<file path="src/rtl/four_bit_adder_pkg.sv">
// -----------------------------------------------------------------------------
// four_bit_adder_pkg
// Shared definitions for the registered nibble adder in the serial datapath.
//   ADDER_WIDTH : default operand/sum width used by four_bit_adder_reg
//   nibble_t    : convenience type for one operand or sum nibble
// -----------------------------------------------------------------------------
package four_bit_adder_pkg;

  localparam int ADDER_WIDTH = 4;

  typedef logic [ADDER_WIDTH-1:0] nibble_t;

endpackage : four_bit_adder_pkg

</file>
<file path="src/rtl/full_adder_bit.sv">
// -----------------------------------------------------------------------------
// full_adder_bit
// Single-bit full adder, used as one stage of the ripple chain in
// four_bit_adder_reg.
// Ports:
//   a, b  : operand bits
//   cin   : carry in from the next lower stage
//   s     : sum bit
//   cout  : carry out to the next higher stage
// -----------------------------------------------------------------------------
module full_adder_bit (
  input  logic a,
  input  logic b,
  input  logic cin,
  output logic s,
  output logic cout
);

  logic half_sum;

  assign half_sum = a ^ b;
  assign s        = half_sum ^ cin;
  // Carry is generated by both inputs, or propagated from cin through a^b.
  assign cout     = (a & b) | (cin & half_sum);

endmodule : full_adder_bit

</file>
<file path="src/rtl/four_bit_adder_reg.sv">
// -----------------------------------------------------------------------------
// four_bit_adder_reg
// Registered unsigned adder between the SIPO and the PISO of the serial
// datapath. Sums the SIPO nibble with the register nibble and presents the
// result one clock after a valid input, together with the carry-out.
//
// Ports:
//   clk            : rising-edge clock
//   rst_n          : asynchronous active-low reset (clears all outputs)
//   in_valid       : operands valid this cycle
//   sipo_input     : operand A (unsigned)
//   register_input : operand B (unsigned)
//   piso_output    : registered sum
//   carry_out      : registered carry of the addition
//   out_valid      : piso_output/carry_out updated this cycle
//
// Build option:
//   FOUR_BIT_ADDER_SAT_EN : when defined, an overflowing sum registers as
//   all-ones instead of wrapping; carry_out still reports the overflow.
// -----------------------------------------------------------------------------
module four_bit_adder_reg
  import four_bit_adder_pkg::*;
#(
  parameter int WIDTH = ADDER_WIDTH
) (
  input  logic             clk,
  input  logic             rst_n,
  input  logic             in_valid,
  input  logic [WIDTH-1:0] sipo_input,
  input  logic [WIDTH-1:0] register_input,
  output logic [WIDTH-1:0] piso_output,
  output logic             carry_out,
  output logic             out_valid
);

  logic [WIDTH:0]   carry_chain;
  logic [WIDTH-1:0] sum_bits;
  logic [WIDTH-1:0] next_sum;

  // Ripple-carry chain; the chain starts with no carry in.
  assign carry_chain[0] = 1'b0;

  for (genvar i = 0; i < WIDTH; i++) begin : g_ripple
    full_adder_bit u_bit (
      .a    (sipo_input[i]),
      .b    (register_input[i]),
      .cin  (carry_chain[i]),
      .s    (sum_bits[i]),
      .cout (carry_chain[i+1])
    );
  end

`ifdef FOUR_BIT_ADDER_SAT_EN
  // Clamp to all-ones on overflow so the downstream sees the largest value.
  assign next_sum = carry_chain[WIDTH] ? {WIDTH{1'b1}} : sum_bits;
`else
  assign next_sum = sum_bits;
`endif

  // Result and carry update only on a valid input and otherwise hold, so
  // undriven operands while idle cannot disturb the outputs. out_valid is a
  // one-cycle strobe that follows in_valid.
  always_ff @(posedge clk or negedge rst_n) begin
    if (!rst_n) begin
      piso_output <= '0;
      carry_out   <= 1'b0;
      out_valid   <= 1'b0;
    end else begin
      out_valid <= in_valid;
      if (in_valid) begin
        piso_output <= next_sum;
        carry_out   <= carry_chain[WIDTH];
      end
    end
  end

endmodule : four_bit_adder_reg

</file>
<file path="config.mk">
export PLATFORM = sky130hd
export DESIGN_NAME = four_bit_adder_reg
export DESIGN_NICKNAME = d
export VERILOG_FILES = /design/src/rtl/four_bit_adder_pkg.sv /design/src/rtl/full_adder_bit.sv /design/src/rtl/four_bit_adder_reg.sv
export SDC_FILE = /design/constraint.sdc
export NUM_CORES = 1
export LEC_CHECK = 0
export CAP_MARGIN = 20
export CORE_AREA = 2 2 39 41
export CTS_BUF_LIST = sky130_fd_sc_hd__clkbuf_8
export CTS_CLUSTER_SIZE = 16
export DETAILED_ROUTE_END_ITERATION = 8
export DIE_AREA = 0 0 41 43
export PLACE_DENSITY_LB_ADDON = 0.1
export SLEW_MARGIN = 5
export SYNTH_ARGS = -nofsm -noshare
export SYNTH_HDL_FRONTEND = slang
export SYNTH_SLANG_ARGS = --single-unit
</file>
<file path="constraint.sdc">
create_clock -name clk -period 0.8 [get_ports clk]
set_input_delay 0.2 -clock clk [delete_from_list [all_inputs] [get_ports clk]]
set_output_delay 0.2 -clock clk [all_outputs]
set_load 0.05 [all_outputs]
</file>
## Word level (Yosys, flattened, before mapping)

Index checks and enable logic that the tools add are counted.

- Bits in registers: 6
- Input port bits: 11
- Output and inout bits: 6
- Logic and storage cells: 20

- Bitwise gates (word level): 17

Operators with widths:

| operator | number |
|---|---|
| 1-bit AND | 7 |
| 1-bit bitwise XOR | 7 |
| 1-bit bitwise OR | 3 |

## Longest topological paths before layout

Gate-level depths: netlist of the first run.

- Word-level depth: 7
- Gate-level depth with buffers: 6
- Mapped depth without buffers: 6

## Cells and area by module

A second synthesis of the first run with hierarchy kept.

- Cell total of the unflattened synthesis: 16
- Area, all modules: 290.3 µm²

Modules (own cells, without submodules):

| module | instances | cells each | area each (µm²) | sequential area each (µm²) |
|---|---|---|---|---|
| four_bit_adder_reg | 1 | 12 | 210.2 | 150.1 |
| full_adder_bit | 4 | 1 | 20.0 | 0.0 |

## Worst setup path after synthesis of the first run

OpenSTA, ideal clock, no wires.

- Path kind: input port to flip-flop
- Start point: in sipo_input[0]
- End point: reg piso_output[3]
- Library setup time: 0.077 ns
- Arrival time: 1.704 ns
- Required time: 0.723 ns
- Path slack: -0.981 ns
- Stages on the path: 6
- Path buffers: 0
- Cells stage by stage: ha_1 fa_1 fa_1 inv_1 fa_1 a21oi_1

- Word-level cells in the longest chain between the ends: 6

Ends and longest elaborated chain:

| item | RTL line | text |
|---|---|---|
| start, declared | four_bit_adder_reg.sv:29 | `input logic [WIDTH-1:0] sipo_input,` |
| 1-bit AND (2 in a row) | full_adder_bit.sv:24 | `assign cout = (a & b) \| (cin & half_sum);` |
| 1-bit bitwise OR | full_adder_bit.sv:24 |  |
| 1-bit AND | full_adder_bit.sv:24 |  |
| 1-bit bitwise OR | full_adder_bit.sv:24 |  |
| 1-bit bitwise XOR | full_adder_bit.sv:22 | `assign s = half_sum ^ cin;` |
| end signal, assigned | four_bit_adder_reg.sv:71 | `piso_output <= next_sum;` |
| end, declared | four_bit_adder_reg.sv:31 | `output logic [WIDTH-1:0] piso_output,` |

Every way passes these cells.
A chain may end at the register's enable or synchronous reset.

## Final worst setup path of the first run

- Start point: in register_input[0]
- End point: reg piso_output[3]

- Word-level cells in the longest chain between the ends: 6

Ends and longest elaborated chain:

| item | RTL line | text |
|---|---|---|
| start, declared | four_bit_adder_reg.sv:30 | `input logic [WIDTH-1:0] register_input,` |
| 1-bit AND (2 in a row) | full_adder_bit.sv:24 |  |
| 1-bit bitwise OR | full_adder_bit.sv:24 |  |
| 1-bit AND | full_adder_bit.sv:24 |  |
| 1-bit bitwise OR | full_adder_bit.sv:24 |  |
| 1-bit bitwise XOR | full_adder_bit.sv:22 |  |

Every way passes these cells.

==> results of run 1 <==
metrics by stage:
stage               hold WS [ps]  cells
floorplan                  -95.6     21
global placement             463     53
detailed placement           476     53
CTS                          238     56
global route                 260     58
finish                       236     58
power breakdown:
group / leakage [nW] / switching [mW] / internal [mW] / total (mW)
Clock: 0.0216 / 0.125 / 0.323 / 0.448
Combinational: 0.200 / 0.262 / 0.321 / 0.584
Sequential: 0.0656 / 0.0532 / 0.361 / 0.414
placed cells by master (no fill, tap or decap), types with 2 or more instances in the layout:
cell type	n
buf_4	2
dfrtp_2	4
dfrtp_1	2
buf_12	6
clkdlybuf4s50_1	5
fa_2	2
mux2_4	3
inv_1	3
clkbuf_8	3
buf_6	3
kinds of logic (layout without fill, tap and decap cells):
logic type	after synthesis	in the layout	synth area share [%]
flops	6	6	48.0
buf+inv	5	26	8.40
fa+ha+maj	4	4	23.2
mux	4	4	17.6
compound gates	1	1	1.60
simple gates	1	1	1.20
area by class of cell:
class | count | area share [%]
Timing Repair Buffer | 19 | 38.4
Multi-Input combinational cell | 10 | 25.0
Sequential cell | 6 | 24.6
Clock buffer | 3 | 6.53
Tap cell | 16 | 3.17
Inverter | 4 | 2.38
registers in the layout (all words and copies together) (netlist names):
name,count
out_valid,1
piso_output,4
carry_out,1
cells in the mapped netlist:
library cell | count | area (µm²)
a21oi_1 | 1 | 5.00
inv_1 | 4 | 15.0
dfrtp_1 | 6 | 150
mux2i_1 | 1 | 10.0
ha_1 | 1 | 12.5
buf_6 | 1 | 11.3
nor2_1 | 1 | 3.75
mux2_4 | 3 | 45.0
fa_1 | 3 | 60.1
worst paths after layout:
path	start	endpoint	slack [ps]	depth (start not counted)
max	register_input[0]	piso_output[3]	-800	7
min	rst_n	piso_output[3]	240	1
max reg2reg	piso_output[0]	piso_output[0]	-120	2
min reg2reg	piso_output[2]	piso_output[2]	550	1
max in group asynchronous	rst_n	carry_out	310	1
min in group clk	sipo_input[0]	piso_output[0]	330	3
layer usage:
metal | part of all wire [%] | track usage [%] | vias to the layer above | routed length [µm]
met3 | 7.2 | 3.14 | 0 | 47
li1 | - | - | 107 | -
met5 | 0 | 0 | - | 0
met1 | 35 | 10.7 | 118 | 226
met2 | 58 | 13.8 | 9 | 376
met4 | 0 | 10.0 | 0 | 0
repair_timing:
item	4_1_cts	5_1_grt
gates resized for setup	13	5
pin swaps	5	4
setup buffers	0	2
setup endpoints to repair	12	11
==> results.yml, run 1 <==
cts:
  clockRootBuffer: "clkbuf_8"
  cts.path.max_buffers: 2
  path_clk_slew_ps: 40
  cts_sinks: 6
  clk_latency_ps: 220
  htreeDepth: 1
  cts_buffers: 3
  cts_tree: "built"
  cts_hold_buf: 0
drt:
  firstDrtPassIters: 3
  drc: 0
  postRouteAntennaNets: 0
  dr_total_vias: 234
  post_drt_wl_per_cell_um: 11.2
  drt_iter0_markers: 3
  drt-total-wl_um: 650
  avgViaCountPerCell: 4.03
global_routing:
  grt_usage_pct: 9.85
  grt_pass1_vias: 245
  grt_overflow: 0
  grt_max_degree: 7
  antenna_found_initial: 0
  grt_pass1_wl_um: 1010
yosys:
  synthesis.nets: 36
  synth_warnings: 0
  syn_avg_cell_area_um2: 14.9
  ys_ff_latch: 6
  syn-cell-area_um2: 313
  syn_inst: 21
  ys_types: 9
  seq_area_frac_synth_pct: 48.0
floorplan:
  dieHeight_um: 43
  top_level_ports: 17
  die_area_mm2: 0.00176
  rows: 14
  initial_core_util_pct: 22.6
  die_w_um: 41
  coreArea_mm2: 0.00138
critical_path:
  cp.required_ps: 950
  startpoint_type: "primary input"
  critPathMostFrequentCell: "fa_2"
  slowest_stage: "fa_1"
  path_class: "primary input to flip-flop"
  worst-path-buf-inv: 2
  critical_path.max_fanout: 1
  worstPathCellList: "buf_6 -> ha_4 -> fa_2 -> fa_2 -> inv_2 -> fa_1 -> a21oi_2"
  arrival_ps: 1750
  max_stage_delay_ps: 420
  crit_family: "adder cells"
  crit_path_end_kind: "flip-flop"
finish:
  drive_above_1_share_pct: 64.3
  post-route-util_pct: 45.7
  nFillCells: 125
  antenna_cells: 0
  multiInputGateArea_um2: 158
  register_area_um2: 155
  design_area_um2: 632
  syn2layout_area_growth_pct: 102
  fin_nets: 59
run_status:
  violations: "setup timing"
  outcome: "finished, violations left"
worst_hold_path:
  holdCritPathClass: "primary input to async pin"
sta:
  finalSetupTns_ps: -3310
  finalCritPeriodShare_pct: 200
  fin_crit_ps: 1600
  slew_violations: 0
  finalClockSkew_ps: 0
  rsz0062_at_grt: "yes"
  hold_viol: 0
  worst_pin_slew_ps: 305
  max_freq_mhz: 626
  setup_slack_ps: -798
  slew_headroom_pct: 79.6
  setup_viol: 11
power:
  irDropWorstVdd_v: 0.000781
  leakage_nw: 0.287
  p_total_mw: 1.45
  powerDensity_mw_per_mm2: 2290
job:
  max_cap_viol_count: 0
placement:
  dpl-instance-area_um2: 572
  hpwl_um: 533
  pre_cts_ws_ps: -1470
  routabilityCongestion: 0.593
  port_buffers: 16
Note: power is estimated with default switching activity, not from simulation.
==> run 2: changes to the inputs <==
Settings changed: CTS_BUF_LIST sky130_fd_sc_hd__clkbuf_8 to not set.
==> results.yml, run 2 (synthesis results as in run 1) <==
sta:
  max_freq_mhz: 633
  rsz0062_at_grt: "yes"
  fin_crit_ps: 1580
  whs_ps: 214
  slew_violations: 0
  finalClockSkew_ps: 0
  slew_headroom_pct: 80.1
  setup_slack_ps: -779
  hold_viol: 0
  setup_viol: 11
  worst_pin_slew_ps: 297
  finalCritPeriodShare_pct: 197
  finalSetupTns_ps: -3350
placement:
  hpwl_um: 533
  dpl-instance-area_um2: 572
  port_buffers: 16
  routabilityCongestion: 0.593
  pre_cts_ws_ps: -1470
  place_inst: 53
critical_path:
  critical_path.max_fanout: 1
  worstPathCellList: "buf_6 -> ha_4 -> fa_2 -> fa_2 -> inv_2 -> fa_1 -> a21oi_2"
  worst-path-buf-inv: 2
  cp.required_ps: 970
  crit_family: "adder cells"
  critPathMostFrequentCell: "fa_2"
  arrival_ps: 1750
  path_class: "primary input to flip-flop"
  slowest_stage: "fa_1"
  startpoint_type: "primary input"
  max_stage_delay_ps: 420
  crit_path_end_kind: "flip-flop"
cts:
  clockRootBuffer: "clkbuf_4"
  cts_sinks: 6
  cts.path.max_buffers: 2
  cts_tree: "built"
  cts_buffers: 3
  htreeDepth: 1
  clk_latency_ps: 230
  path_clk_slew_ps: 40
finish:
  fin_nets: 59
  largest_reg_flops: 4
  layout_commonest_cell: "buf_12"
  syn2layout_area_growth_pct: 96.0
  instances_no_fill: 58
  post-route-util_pct: 44.3
  largest-register: "piso_output"
  antenna_cells: 0
  layout.cells.most_common_list: "buf_12, clkdlybuf4s50_1, dfrtp_2"
  reg_top3: "piso_output: 4 flops, carry_out: 1 flops, out_valid: 1 flops"
  design_area_um2: 613
  drive_above_1_share_pct: 64.3
  nFillCells: 128
run_status:
  outcome: "finished, violations left"
  violations: "setup timing"
global_routing:
  grt_pass1_wl_um: 1010
  antenna_found_initial: 0
  grt_usage_pct: 9.44
  grt_overflow: 0
  grt_pass1_vias: 245
  grt_max_degree: 7
floorplan:
  rows: 14
  top_level_ports: 17
  initial_core_util_pct: 22.6
  die_w_um: 41
  dieHeight_um: 43
  die_area_mm2: 0.00176
  coreArea_mm2: 0.00138
drt:
  firstDrtPassIters: 3
  drc: 0
  dr_total_vias: 230
  post_drt_wl_per_cell_um: 10.9
  drt_iter0_markers: 4
  drt-total-wl_um: 631
  postRouteAntennaNets: 0
  avgViaCountPerCell: 3.97
power:
  p_total_mw: 1.27
  irDropWorstVdd_v: 0.000699
  leakage_nw: 0.280
  powerDensity_mw_per_mm2: 2070
job:
  max_cap_viol_count: 0
worst_hold_path:
  holdCritPathClass: "primary input to async pin"
## run 2: final cells by class
| type | instances | area, µm² | share of cell area (%) |
|---|---|---|---|
| inverter | 4 | 15.0 | 2.45 |
| sequential | 6 | 155 | 25.3 |
| timing repair buffer | 19 | 243 | 39.6 |
| tap | 16 | 20.0 | 3.27 |
| multi-input combinational | 10 | 158 | 25.7 |
| clock buffer | 3 | 22.5 | 3.67 |
## run 2: final timing paths
check | end | slack, ps | from | cells past startpoint
max in group asynchronous | carry_out | 340 | rst_n | 1
setup / recovery | piso_output[3] | -780 | register_input[0] | 7
hold / removal | piso_output[3] | 210 | rst_n | 1
hold reg to reg | piso_output[2] | 550 | piso_output[2] | 1
min in group clk | piso_output[0] | 310 | sipo_input[0] | 3
setup reg to reg | piso_output[0] | -120 | piso_output[0] | 2
## run 2: where the power goes
| group | total [mW] | internal, mW | switching [mW] |
|---|---|---|---|
| Sequential | 0.414 | 0.360 | 0.0532 |
| Combinational | 0.583 | 0.321 | 0.262 |
| Clock | 0.269 | 0.169 | 0.100 |
## run 2: layer usage
| metal | share of wire, % | track usage (%) | vias up | wire, µm |
|---|---|---|---|---|
| li1 | - | - | 107 | - |
| met1 | 35 | 10.7 | 114 | 221 |
| met2 | 57 | 13.4 | 9 | 361 |
| met3 | 7.6 | 3.14 | 0 | 48 |
| met4 | 0 | 8.00 | 0 | 0 |
| met5 | 0 | 0 | - | 0 |
## run 2: repair_timing
action	4_1_cts	5_1_grt
resized for setup	13	5
setup buffers	0	2
pin swaps	5	4
gates cloned	0	0
hold buffers	0	0
setup endpoints to repair	12	11
